==> src/rtl/logisim_multi_tick_generator.sv <==
// Base tick generator with run/step modes and a debounced step button, fanned out
// to NR_OF_CHANNELS clock components that each drive a 5-bit clock bus.
module logisim_multi_tick_generator #(
  parameter int NR_OF_BITS      = 32,
  parameter int RELOAD_FAST     = 3125000,
  parameter int RELOAD_SLOW     = 12500000,
  parameter int NR_OF_CHANNELS  = 2,
  parameter int HIGH_TICKS      = 1,
  parameter int LOW_TICKS       = 1,
  parameter int DEBOUNCE_CYCLES = 250000,
  parameter int COUNT_BITS      = 32
) (
  input  logic                        FPGA_GlobalClock,
  input  logic                        RST,
  input  logic                        RUN,
  input  logic                        SPEED,
  input  logic                        STEP,
  output logic                        TICK,
  output logic [5*NR_OF_CHANNELS-1:0] CLOCK_BUS,
  output logic [COUNT_BITS-1:0]       CYCLE_COUNT
);

  localparam logic [NR_OF_BITS-1:0] FAST_LOAD = NR_OF_BITS'(RELOAD_FAST - 1);
  localparam logic [NR_OF_BITS-1:0] SLOW_LOAD = NR_OF_BITS'(RELOAD_SLOW - 1);
  localparam logic [31:0]           DB_LAST   = 32'(DEBOUNCE_CYCLES - 1);

  logic [NR_OF_BITS-1:0] tick_cnt;
  logic [NR_OF_BITS-1:0] reload;
  logic                  step_meta;
  logic                  step_sync;
  logic                  step_db;
  logic [31:0]           db_cnt;
  logic                  db_accept;

  logic [NR_OF_CHANNELS-1:0] level;
  logic [NR_OF_CHANNELS-1:0] rise;
  logic [NR_OF_CHANNELS-1:0] fall;
  logic [31:0]               phase [NR_OF_CHANNELS];

  function automatic logic [31:0] span(int ticks, int unsigned ch);
    return (32'(ticks) << ch) - 32'd1;
  endfunction

  assign reload    = SPEED ? FAST_LOAD : SLOW_LOAD;
  assign db_accept = (step_sync != step_db) && (db_cnt == DB_LAST);

  // A zero count always fires and reloads, even when RUN just dropped, so the
  // counter can never sit at zero while frozen.
  always_ff @(posedge FPGA_GlobalClock) begin
    if (RST) begin
      tick_cnt  <= reload;
      TICK      <= 1'b0;
      step_meta <= 1'b0;
      step_sync <= 1'b0;
      step_db   <= 1'b0;
      db_cnt    <= '0;
    end else begin
      step_meta <= STEP;
      step_sync <= step_meta;
      if (step_sync == step_db) begin
        db_cnt <= '0;
      end else if (db_accept) begin
        db_cnt  <= '0;
        step_db <= step_sync;
      end else begin
        db_cnt <= db_cnt + 32'd1;
      end
      if (tick_cnt == '0) begin
        tick_cnt <= reload;
      end else if (RUN) begin
        tick_cnt <= tick_cnt - NR_OF_BITS'(1);
      end
      TICK <= (tick_cnt == '0) || (db_accept && step_sync && !RUN);
    end
  end

  always_ff @(posedge FPGA_GlobalClock) begin
    if (RST) begin
      for (int unsigned i = 0; i < NR_OF_CHANNELS; i++) begin
        level[i] <= 1'b0;
        rise[i]  <= 1'b0;
        fall[i]  <= 1'b0;
        phase[i] <= span(LOW_TICKS, i);
      end
    end else begin
      for (int unsigned i = 0; i < NR_OF_CHANNELS; i++) begin
        rise[i] <= 1'b0;
        fall[i] <= 1'b0;
        if (TICK) begin
          if (phase[i] == '0) begin
            level[i] <= ~level[i];
            rise[i]  <= ~level[i];
            fall[i]  <= level[i];
            phase[i] <= level[i] ? span(LOW_TICKS, i) : span(HIGH_TICKS, i);
          end else begin
            phase[i] <= phase[i] - 32'd1;
          end
        end
      end
    end
  end

  always_ff @(posedge FPGA_GlobalClock) begin
    if (RST) begin
      CYCLE_COUNT <= '0;
    end else if (rise[0]) begin
      CYCLE_COUNT <= CYCLE_COUNT + COUNT_BITS'(1);
    end
  end

  always_comb begin
    CLOCK_BUS = '0;
    for (int unsigned i = 0; i < NR_OF_CHANNELS; i++) begin
      CLOCK_BUS[5*i +: 5] = {TICK, fall[i], rise[i], ~level[i], level[i]};
    end
  end

endmodule

==> config.mk <==
export PLATFORM = sky130hd
export DESIGN_NAME = logisim_multi_tick_generator
export DESIGN_NICKNAME = d
export VERILOG_FILES = /design/src/rtl/logisim_multi_tick_generator.sv
export SDC_FILE = /design/constraint.sdc
export NUM_CORES = 1
export LEC_CHECK = 0
export ABC_AREA = 1
export CAP_MARGIN = 30
export CORE_AREA = 10 10 136 138
export DETAILED_ROUTE_END_ITERATION = 7
export DIE_AREA = 0 0 146 148
export GPL_TIMING_DRIVEN = 0
export MAX_ROUTING_LAYER = met4
export PLACE_DENSITY = 0.84
export SYNTH_ARGS = -nofsm -noshare
export SYNTH_HDL_FRONTEND = slang
export SYNTH_SLANG_ARGS = --single-unit
export TNS_END_PERCENT = 50
==> constraint.sdc <==
create_clock -name FPGA_GlobalClock -period 6.2 [get_ports FPGA_GlobalClock]
set_input_delay 1.86 -clock FPGA_GlobalClock [delete_from_list [all_inputs] [get_ports FPGA_GlobalClock]]
set_output_delay 1.86 -clock FPGA_GlobalClock [all_outputs]
set_load 0.005 [all_outputs]
# Word level (Yosys, flattened, before mapping)
# Memory sizes are Yosys's and may differ from the RTL's.
# Index checks and enable logic that the tools add are counted.
dict set report word_totals {
  in_bits 5
  n_memories 1
  mem_bits_rw 64
  elab_cells 73
  ff_bits 106
}
# name depth word_bits rd rd_ports_with_merged_regs wr line
set mem_list {}
lappend mem_list {phase 2 32 2 0 2 38} ;# logic [31:0] phase [NR_OF_CHANNELS];
dict set report op_classes {
  reduce_logical 15
  addsub 5
  n_eq_ne 3
  n_bitwise 10
  mux 26
}
# operator count
set ops {}
lappend ops {{32-bit two-way mux} 7}
lappend ops {{32-bit zero test} 3}
lappend ops {{32-bit by 1-bit subtractor with 32-bit output, second input constant} 3}
lappend ops {{32-bit by 1-bit adder with 32-bit output, second input constant} 2}
lappend ops {{32-bit by 18-bit == test with 1-bit output, second input constant} 1}
lappend ops {{24-bit two-way mux} 1}
lappend ops {{1-bit two-way mux} 18}
lappend ops {{3-bit OR reduction} 3}
lappend ops {{1-bit NOT} 6}
lappend ops {{2-bit AND reduction} 3}
lappend ops {{1-bit OR} 4}
lappend ops {{1-bit logical AND} 3}
lappend ops {{3-bit nonzero test} 1}
lappend ops {{1-bit == test} 1}
lappend ops {{1-bit zero test} 1}
lappend ops {{1-bit logical OR} 1}
lappend ops {{1-bit inequality test} 1}

# Logic depth before layout (Yosys ltp)
# Gate-level depths: netlist of the first run.
# An unclocked memory read counts as a cell.
dict set report logic_depth {
  ltp_word 8
  ltp_mapped 10
}

# Worst setup path after synthesis of the first run
# OpenSTA, ideal clock, no wires.
dict set report synth_path {
  path_type {input port to flip-flop}
  startpoint {input RST}
  endpoint {memory phase[0][0] (enable)}
  stages 4
  setup_slack_ns 1.878
  arrival_ns 3.898
  setup_ns 0.424
  path_cell_list {buf_2 clkinv_1 clkbuf_1 nand2_1}
}
# element line
set synth_lines {}
lappend synth_lines {{from (decl)} 14} ;# input logic RST,
lappend synth_lines {{to (decl)} 38}

# Worst setup path in the final report of the first run
dict set report layout_path {
  startpoint {input RST}
  endpoint {register tick_cnt[28] (enable)}
}
dict set report layout_via {
  elab_chain_cells 1
}
# element line
set layout_rtl {}
lappend layout_rtl {{3-bit nonzero test (no line)} -}
lappend layout_rtl {{to (signal assigned)} 51} ;# tick_cnt <= reload;
lappend layout_rtl {{to (signal assigned)} 69} ;# tick_cnt <= reload;
lappend layout_rtl {{to (signal assigned)} 71} ;# tick_cnt <= tick_cnt - NR_OF_BITS'(1);
lappend layout_rtl {{to (decl)} 27} ;# logic [NR_OF_BITS-1:0] tick_cnt;
# Every way passes these cells.
# A chain may end at the register's enable or synchronous reset.

==> results of run 1 <==
==> kinds of logic after synthesis <==
kind of cell	count (synthesis)
AND/OR/NAND/NOR	873
buffers and inverters	201
flip-flops	170
AO/OA/AOI/OAI	115
XOR/XNOR	48
adder cells (fa/ha/maj)	8
==> Yosys cell counts, types with 2 or more instances <==
cell type	n	area [um^2]
nand2_1	345	1295
nor2_1	337	1265
inv_1	178	668.1
edfxtp_1	96	2883
nand3_1	78	390.4
dfxtp_1	74	1481
a21oi_1	66	330.3
nor3_1	35	175.2
o21ai_0	35	175.2
xor2_1	26	227.7
nand4_1	22	137.6
xnor2_1	22	192.7
nand3b_1	15	112.6
or2_2	10	62.56
a21oi_2	9	78.83
nor2_2	9	56.30
ha_1	8	100.1
buf_4	6	45.04
buf_6	5	56.30
inv_2	5	18.77
and2_1	3	18.77
clkbuf_1	3	11.26
nor2_4	3	33.78
nor3_2	3	30.03
nor4_1	3	18.77
buf_2	2	10.01
nand2_2	2	12.51
nand3_2	2	20.02
nor3_4	2	32.53
==> report_power, final <==
part | internal (mW) | total (mW) | switching (mW)
registers | 1.22 | 1.25 | 0.0283
clock network | 0.603 | 1.03 | 0.427
logic | 0.0393 | 0.123 | 0.0833
==> layer usage <==
metal  track usage, %  wire, um  vias up
met5                -         0        -
met4            6.406       337        0
met3            4.243      1464       32
met2            36.01     11110      293
met1            29.58     10980     4225
li1                 -         -     4643
==> placed cells by master (no fill, tap or decap), types with 2 or more instances in the layout <==
| cell type | count |
|---|---|
| a21oi_1 | 66 |
| a21oi_2 | 9 |
| and2_1 | 3 |
| buf_2 | 2 |
| buf_4 | 6 |
| buf_6 | 5 |
| bufinv_16 | 2 |
| clkbuf_1 | 10 |
| clkbuf_16 | 17 |
| clkdlybuf4s50_1 | 46 |
| clkinv_2 | 2 |
| clkinvlp_4 | 3 |
| dfxtp_1 | 74 |
| edfxtp_1 | 96 |
| ha_1 | 8 |
| inv_1 | 178 |
| inv_2 | 5 |
| nand2_1 | 344 |
| nand2_2 | 2 |
| nand3_1 | 78 |
| nand3_2 | 2 |
| nand3b_1 | 15 |
| nand4_1 | 22 |
| nor2_1 | 337 |
| nor2_2 | 9 |
| nor2_4 | 3 |
| nor3_1 | 35 |
| nor3_2 | 3 |
| nor3_4 | 2 |
| nor4_1 | 3 |
| o21ai_0 | 35 |
| or2_2 | 10 |
| xnor2_1 | 22 |
| xor2_1 | 26 |
==> flip-flops by register name, indices dropped and copies added (netlist names) <==
register and count:
CYCLE_COUNT 32, TICK 1, db_cnt 32, fall 2
level 2, phase 64, rise 2, step_db 1
step_meta 1, step_sync 1, tick_cnt 32
==> how the worst max path moves through the flow <==
| stage | startpoint | cells past startpoint | to | slack, ps |
|---|---|---|---|---|
| after floorplan | RST | 4 | phase[0][0]$_SDFFCE_PN0P_ | 1880 |
| after global placement | RST | 4 | phase[0][29]$_SDFFCE_PN0P_ | 840 |
| after detailed placement | RST | 7 | tick_cnt[22]$_SDFFCE_PP0P_ | 2080 |
| after CTS | RST | 7 | tick_cnt[22]$_SDFFCE_PP0P_ | 2510 |
| after global routing | RST | 7 | tick_cnt[28]$_SDFFCE_PP0P_ | 2360 |
| final | RST | 7 | tick_cnt[28]$_SDFFCE_PP0P_ | 2550 |
==> metrics by stage <==
stage          setup WS [ps]  hold slack (ps)  instance area (um^2)  total power, mW  cells
4_1_cts                 2514            405.6                 11360            2.408   1710
3_5_place_dp            2077            395.2                 10800            1.395   1678
5_1_grt                 2356            421.1                 11360            2.476   1710
3_3_place_gp           839.3            390.7                 10760            1.390   1677
2_1_floorplan           1878            388.3                 10030            1.360   1415
6_report                2551            402.8                 11360            2.404   1710
==> final cells by class <==
type | count | area, um^2
Fill cell | 1269 | 4357
Clock buffer | 25 | 465.4
Buffer | 17 | 126.4
Multi-Input combinational cell | 1044 | 4858
Inverter | 184 | 690.7
Timing Repair Buffer | 47 | 488.0
Clock inverter | 7 | 92.59
Tap cell | 216 | 270.3
Sequential cell | 170 | 4364
==> worst max-delay path, cell delays in order <==
cell and delay [ps]:
buf_2 240, clkinv_1 400, o21ai_2 210, inv_1 130, buf_2 200, nand2_1 500
buf_16 240
==> impl_metrics.csv, run 1 <==
group,metric,value,unit
route,via_per_inst,5.376,
clock_tree,htreeDepth,4,
route,avgRoutedWirePerCell,13.97,um
setup_path,critPathMaxFanout,20,
clock_tree,cts_root_buf,"clkbuf_16",
setup_path,setup.worst_path.end_class,"flip-flop",
global_route,overflow,0,
setup_path,r2r_start,"tick_cnt[6]$_SDFFCE_PP0P_",
cells_and_area,area_growth,13.20,%
synth,synth_compound_area_share,6.273,%
worst_hold_path,hold_class,"reg -> reg",
synth,syn-num-nets,1428,
clock_tree,cts-resized-gates,0,
global_route,grtUsageTotal,22.81,%
job,max_cap_viol_count,0,
setup_path,worstPathArrival,3790,ps
clock_tree,cts_buffers,17,
floorplan,row_count,46,
floorplan,start_util,63.85,%
setup_path,start_kind,"input pin",
synth,ys_types,40,
clock_tree,clock_latency,430,ps
cells_and_area,final_nets,1494,
synth,synth_warnings,0,
setup_path,regToRegSetupSlack,3630,ps
sta,period_share,58.86,%
clock_tree,ctsHoldBuffers,0,
power_and_ir_drop,power_density,211.7,nW/um^2
sta,slew_headroom,43.71,%
global_route,grt_pass1_wl,40140,um
worst_hold_path,worst_hold_path.endpoint,"step_sync$_SDFF_PP0_",
global_route,grt_pass1_vias,8378,
synth,synth-edff-count,96,
floorplan,die_y,148,um
clock_tree,cts.sinks,170,
sta,worst_pin_slew,843.6,ps
route,ant_nets,0,
sta,period_minus_slack,3649,ps
synth,netlist_area,10030,um^2
synth,syn-instance-count,1415,
cells_and_area,drive_gt1_share,5.957,%
cells_and_area,fin_util,72.27,%
synth,synthMuxAreaShare,0,%
route,dr.pass1.iters,6,
synth,synth-main-ff-cell,"edfxtp_1",
synth,ys_async_sr_fraction,0,%
synth,ys_seq_area_share,43.50,%
setup_path,reg2reg_depth,9,
clock_tree,post_cts_buffers,0,
synth,synthAdderAreaFrac,0.9978,%
floorplan,ioPinCount,48,
sta,fin_worst_skew,8.253,ps
route,totalWireLength,23890,um
sta,hold_viol,0,
synth,synth_top_family_by_area,"simple AND/OR/NAND/NOR gates",
sta,max_freq,274.0,MHz
synth,synthSimpleGateAreaFrac,36.89,%
floorplan,die_w,146,um
worst_hold_path,min-delay-start,"step_meta$_SDFF_PP0_",
place,numPortBuffers,46,
clock_tree,clk_pin_slew_worst_paths,60,ps
place,dp_hpwl,17820,um
setup_path,r2r_end,"tick_cnt[28]$_SDFFCE_PP0P_",
setup_path,required,6340,ps
clock_tree,tritoncts,"built",
route,vias,9193,
clock_tree,cts_max_path_buffers,2,
sta,fin_tns_setup,0,ps
worst_hold_path,min_path_cells,2,
floorplan,die_area,21610,um^2
route,first_iter_violations,842,
power_and_ir_drop,peakVddDrop,0.1975,mV
sta,setup_viol,0,
global_route,grt_max_degree,65,
sta,slew_violations,0,
global_route,antenna_found_initial,0,
floorplan,core_area,15710,um^2
cells_and_area,n_antenna_cell,0,
synth,ys_ff_latch,170,
synth,synth_xor_area_share,4.191,%
setup_path,critPathKind,"in -> reg",
route,drc,0,
place,gp_congestion,0.9430,
sta,rsz0062_at_grt,"no",
synth,postSynthAreaPerCell,7.090,um^2
power_and_ir_drop,p_leak,4.153,nW
status,status,"finished clean",
Note: power is estimated with default switching activity, not from simulation.
==> run 2: changes to the inputs <==
- CORE_AREA: 10 10 136 138 -> 10 10 140 142
- DIE_AREA: 0 0 146 148 -> 0 0 150 152
- PLACE_DENSITY: 0.84 -> 0.79
- clock period: 6.2 -> 3.5 ns (I/O delays scaled with it)
==> run 2 against run 1 <==
Non-clock buffer count unchanged. Power grew 87%. Clock skew rose by 3.0 ps. Sequential power rose by 78%. Utilization is 4.7 points lower. Design area up 0.78%. Critical path depth is the same. Largest cell class unchanged.
==> impl_metrics.csv, run 2 (synthesis results as in run 1) <==
group,metric,value,unit
status,status,"finished clean",
clock_tree,htreeDepth,4,
clock_tree,tritoncts,"built",
global_route,antenna_found_initial,0,
clock_tree,clk_pin_slew_worst_paths,60,ps
cells_and_area,final_nets,1494,
sta,period_minus_slack,2918,ps
setup_path,path_buf_inv,5,
setup_path,worstPathArrival,3050,ps
route,first_iter_violations,784,
worst_hold_path,min-delay-start,"step_meta$_SDFF_PP0_",
setup_path,critPathMaxFanout,21,
sta,hold_viol,0,
setup_path,crit_top_cell,"buf_2",
worst_hold_path,min_path_cells,2,
setup_path,r2r_end,"tick_cnt[25]$_SDFFCE_PP0P_",
floorplan,start_util,59.23,%
cells_and_area,nFillCells,1463,
job,max_cap_viol_count,0,
clock_tree,post_cts_buffers,0,
floorplan,die_w,150,um
clock_tree,cts_buffers,17,
place,numPortBuffers,46,
setup_path,critPathKind,"in -> reg",
sta,max_freq,342.7,MHz
sta,slew_headroom,42.29,%
cells_and_area,top_register,"phase",
cells_and_area,mostFrequentLayoutCells,"nand2_1, nor2_1, inv_1",
setup_path,slowest_stage,"nand2_1",
worst_hold_path,hold_class,"reg -> reg",
sta,period_share,83.36,%
floorplan,row_count,48,
cells_and_area,drive_gt1_share,6.158,%
place,dp_hpwl,17660,um
global_route,grt_pass1_vias,8333,
route,vias,9100,
power_and_ir_drop,power_density,392.5,nW/um^2
floorplan,die_y,152,um
cells_and_area,area_growth,14.08,%
route,totalWireLength,24230,um
route,avgRoutedWirePerCell,14.10,um
setup_path,start_kind,"input pin",
setup_path,critical-path-max-stage-delay,480,ps
route,ant_nets,0,
sta,rsz0062_at_grt,"no",
clock_tree,clock_latency,430,ps
power_and_ir_drop,p_leak,4.204,nW
setup_path,worstPathCellList,"buf_2, clkinv_1, o21ai_2, inv_1, buf_2, nand2_1, buf_16",
global_route,grt_max_degree,65,
cells_and_area,fin_util,67.58,%
global_route,grt_pass1_wl,39810,um
cells_and_area,final_common_cell,"nand2_1",
setup_path,reg2reg_depth,9,
global_route,grtUsageTotal,21.72,%
clock_tree,cts-resized-gates,0,
clock_tree,cts_root_buf,"clkbuf_16",
cells_and_area,design_area,11440,um^2
setup_path,required,3630,ps
setup_path,setup.worst_path.end_class,"flip-flop",
setup_path,crit_family,"buffers and inverters",
clock_tree,ctsHoldBuffers,0,
route,dr.pass1.iters,7,
sta,fin_worst_skew,11.23,ps
worst_hold_path,worst_hold_path.endpoint,"step_sync$_SDFF_PP0_",
floorplan,ioPinCount,48,
floorplan,core_area,16940,um^2
place,post-place-ws,172.0,ps
global_route,overflow,0,
place,gp_congestion,0.9402,
route,drc,0,
sta,worst_pin_slew,865.6,ps
setup_path,r2r_start,"tick_cnt[23]$_DFFE_PP_",
sta,setup_viol,0,
clock_tree,cts.sinks,170,
setup_path,regToRegSetupSlack,960,ps
cells_and_area,largest_register_ffs,64,
power_and_ir_drop,peakVddDrop,0.3354,mV
place,place_area,10810,um^2
sta,slew_violations,0,
route,via_per_inst,5.294,
cells_and_area,n_antenna_cell,0,
floorplan,die_area,22800,um^2
sta,fin_tns_setup,0,ps
sta,worst_slack,582.3,ps
clock_tree,cts_max_path_buffers,2,
run 2: cell types whose count changed in the layout (fill, tap and decap cells not counted):
cell / before / now
clkbuf_1: 10 / 5
clkinvlp_4: 3 / 0
inv_6: 0 / 3
bufinv_16: 2 / 4
clkinv_1: 1 / 3
clkbuf_16: 17 / 18
run 2: worst reg2reg max path: stages, from the launching register on:
cell,delay (ps)
edfxtp_1,440
nor2_1,220
nand2_1,100
nor2_1,160
nand2_1,90
o21ai_2,170
inv_1,140
buf_2,210
nand2_1,480
buf_16,240
run 2: worst max path at each step:
stage,start,to,slack [ps],depth (start not counted)
2_1_floorplan,RST,tick_cnt[0]$_SDFFCE_PP1P_,550,6
5_1_grt,RST,phase[0][13]$_SDFFCE_PN0P_,460,4
4_1_cts,RST,tick_cnt[25]$_SDFFCE_PP0P_,620,7
3_3_place_gp,RST,phase[0][29]$_SDFFCE_PN0P_,-300,4
6_report,RST,tick_cnt[25]$_SDFFCE_PP0P_,580,7
3_5_place_dp,RST,tick_cnt[27]$_SDFFCE_PP0P_,170,7
run 2: report_power, final:
| group | internal [mW] | switching [mW] |
|---|---|---|
| Clock | 1.26 | 0.801 |
| Combinational | 0.0695 | 0.148 |
| Sequential | 2.17 | 0.0506 |
run 2: metrics by stage:
| step | hold WS (ps) | power (mW) | instances |
|---|---|---|---|
| 2_1_floorplan | 388.3 | 2.407 | 1415 |
| 3_3_place_gp | 389.0 | 2.463 | 1686 |
| 3_5_place_dp | 396.9 | 2.471 | 1687 |
| 4_1_cts | 405.8 | 4.514 | 1719 |
| 5_1_grt | 432.6 | 4.621 | 1719 |
| 6_report | 403.8 | 4.492 | 1719 |
run 2: area by class of cell:
cell class                 count  area, um^2  share of cell area (%)
buffer                        17       126.4                   1.104
clock buffer                  21       471.7                   4.122
clock inverter                11       163.9                   1.432
inverter                     184       690.7                   6.035
multi-input combinational   1044        4858                   42.45
sequential                   170        4364                   38.13
tap                          225       281.5                   2.460
timing repair buffer          47       488.0                   4.264
run 2: metal layers:
metal,part of all wire [%],vias up,routed length (um),GRT usage (%)
li1,-,4642,-,-
met5,0,-,0,-
met3,5.7,43,1371,4.069
met2,45,277,11010,33.23
met4,2.0,0,493,6.667
met1,47,4138,11360,28.65
==> run 3: changes to the inputs <==
- CORE_AREA: 10 10 140 142 -> 10 10 147 149
- DIE_AREA: 0 0 150 152 -> 0 0 157 159
- PLACE_DENSITY: 0.79 -> 0.75
- clock period: 3.5 -> 2.6 ns (I/O delays scaled with it)
==> run 3 against run 2 <==
Via count fell by 0.90%. Highest routed layer unchanged. Sequential power rose by 34%. Critical path depth fell by 5. Sequential share of layout area rose by 0.25 points.
==> impl_metrics.csv, run 3 (synthesis results as in run 1) <==
group,metric,value,unit
global_route,grtUsageTotal,20.22,%
power_and_ir_drop,power_density,504.5,nW/um^2
status,status,"finished clean",
floorplan,die_area,24960,um^2
job,max_cap_viol_count,0,
global_route,overflow,0,
clock_tree,cts_root_buf,"clkbuf_16",
global_route,antenna_found_initial,0,
setup_path,required,1820,ps
sta,fin_worst_skew,10.57,ps
route,dr.pass1.iters,5,
route,avgRoutedWirePerCell,14.06,um
route,first_iter_violations,556,
route,via_per_inst,5.222,
floorplan,core_area,18580,um^2
setup_path,cp-endpoint,"CLOCK_BUS[4]",
global_route,grt_pass1_vias,8486,
setup_path,worstPathCellList,"buf_4, clkdlybuf4s50_1",
worst_hold_path,hold_class,"reg -> reg",
cells_and_area,final_nets,1493,
floorplan,ioPinCount,48,
floorplan,start_util,53.99,%
cells_and_area,final_common_cell,"nand2_1",
route,ant_nets,0,
power_and_ir_drop,peakVddDrop,0.4617,mV
setup_path,critical-path-max-stage-delay,580,ps
floorplan,die_y,159,um
setup_path,cp-startpoint,"TICK$_SDFF_PP0_",
setup_path,start_kind,"flip-flop",
route,maxUsedRoutingLayer,"met4",
setup_path,r2r_start,"tick_cnt[6]$_SDFFCE_PP0P_",
cells_and_area,area_growth,13.33,%
sta,fin_tns_setup,0,ps
route,totalWireLength,24280,um
cells_and_area,top_register,"phase",
global_route,grt_max_degree,65,
setup_path,setup.worst_path.end_class,"primary output",
clock_tree,htreeDepth,4,
clock_tree,tritoncts,"built",
route,vias,9018,
setup_path,reg2reg_depth,8,
clock_tree,cts_max_path_buffers,2,
cells_and_area,largest_register_ffs,64,
setup_path,slowest_stage,"dfxtp_1",
power_and_ir_drop,p_leak,4.149,nW
clock_tree,clock_latency,430,ps
sta,period_share,94.97,%
clock_tree,clk_pin_slew_worst_paths,60,ps
sta,setup_viol,0,
clock_tree,cts.sinks,170,
floorplan,die_w,157,um
place,numPortBuffers,46,
sta,worst_pin_slew,679.8,ps
floorplan,row_count,50,
setup_path,regToRegSetupSlack,330,ps
sta,max_freq,405.0,MHz
route,drc,0,
place,gp_congestion,0.9520,
setup_path,critPathKind,"reg -> out",
route,m1WireLength,11330,um
cells_and_area,mostFrequentLayoutCells,"nand2_1, nor2_1, inv_1",
sta,timing.hold.ws,410.4,ps
setup_path,critPathMaxFanout,10,
sta,period_minus_slack,2469,ps
sta,hold_viol,0,
setup_path,worstPathArrival,1690,ps
global_route,grt_pass1_wl,40700,um
clock_tree,post_cts_buffers,0,
setup_path,r2r_end,"tick_cnt[3]$_DFFE_PP_",
place,dp_hpwl,18250,um
sta,slew_violations,0,
cells_and_area,n_antenna_cell,0,
clock_tree,cts_buffers,17,
sta,rsz0062_at_grt,"no",
cells_and_area,drive_gt1_share,6.162,%
sta,slew_headroom,54.68,%
route,met3_length,1066,um
route,route.met2.wl,11530,um
-- run 3: cell types whose count changed in the layout (fill, tap and decap cells not counted), sizes merged --
cell / previous run / this run
clkinv: 5 / 9
inv: 186 / 183
buf: 15 / 14
bufinv: 4 / 2
clkinvlp: 0 / 4
clkbuf: 24 / 21
-- run 3: metrics by stage --
stage	power (mW)	utilization [%]	cells	cell area [um^2]	setup slack [ps]
6_report	5.736	61.19	1727	11370	130.7
5_1_grt	5.921	61.19	1727	11370	85.20
4_1_cts	5.757	61.12	1727	11360	78.10
3_5_place_dp	3.322	58.10	1695	10800	-352.7
3_3_place_gp	3.316	58.10	1695	10800	-362.9
2_1_floorplan	3.240	-	1415	10040	227.4
-- run 3: worst min path at each step --
stage / start / depth (start not counted) / endpoint
final: step_meta$_SDFF_PP0_ / 2 / step_sync$_SDFF_PP0_
after global routing: step_meta$_SDFF_PP0_ / 2 / step_sync$_SDFF_PP0_
after CTS: step_meta$_SDFF_PP0_ / 2 / step_sync$_SDFF_PP0_
after detailed placement: step_meta$_SDFF_PP0_ / 2 / step_sync$_SDFF_PP0_
after global placement: step_meta$_SDFF_PP0_ / 2 / step_sync$_SDFF_PP0_
after floorplan: step_meta$_SDFF_PP0_ / 2 / step_sync$_SDFF_PP0_
-- run 3: metal layers --
metal / up-vias / global-route usage [%]
li1: 4637 / -
met4: 0 / 5.494
met2: 190 / 32.16
met3: 30 / 3.832
met5: - / -
met1: 4161 / 25.76
-- run 3: area by class of cell --
| type | instances | area [um^2] |
|---|---|---|
| Buffer | 17 | 126.4 |
| Clock buffer | 18 | 429.2 |
| Clock inverter | 14 | 131.4 |
| Fill cell | 1730 | 7211 |
| Inverter | 184 | 690.7 |
| Multi-Input combinational cell | 1044 | 4875 |
| Sequential cell | 170 | 4364 |
| Tap cell | 234 | 292.8 |
| Timing Repair Buffer | 46 | 460.4 |
-- run 3: power breakdown --
part | switching [mW] | internal [mW] | leakage (nW)
Combinational | 0.198 | 0.0903 | 2.34
Sequential | 0.0674 | 2.91 | 1.55
Clock | 1.07 | 1.40 | 0.264
-- run 3: critical path: cells and delay by family, from the launching register on --
family,cells,cell delay [ps]
flip-flops,1,580
buffers and inverters,2,680
-- run 3: timing repair --
| item | CTS | global route |
|---|---|---|
| resized for setup | 0 | 2 |
| endpoints found under the setup margin | 0 | 96 |
| hold buffers | 0 | 0 |
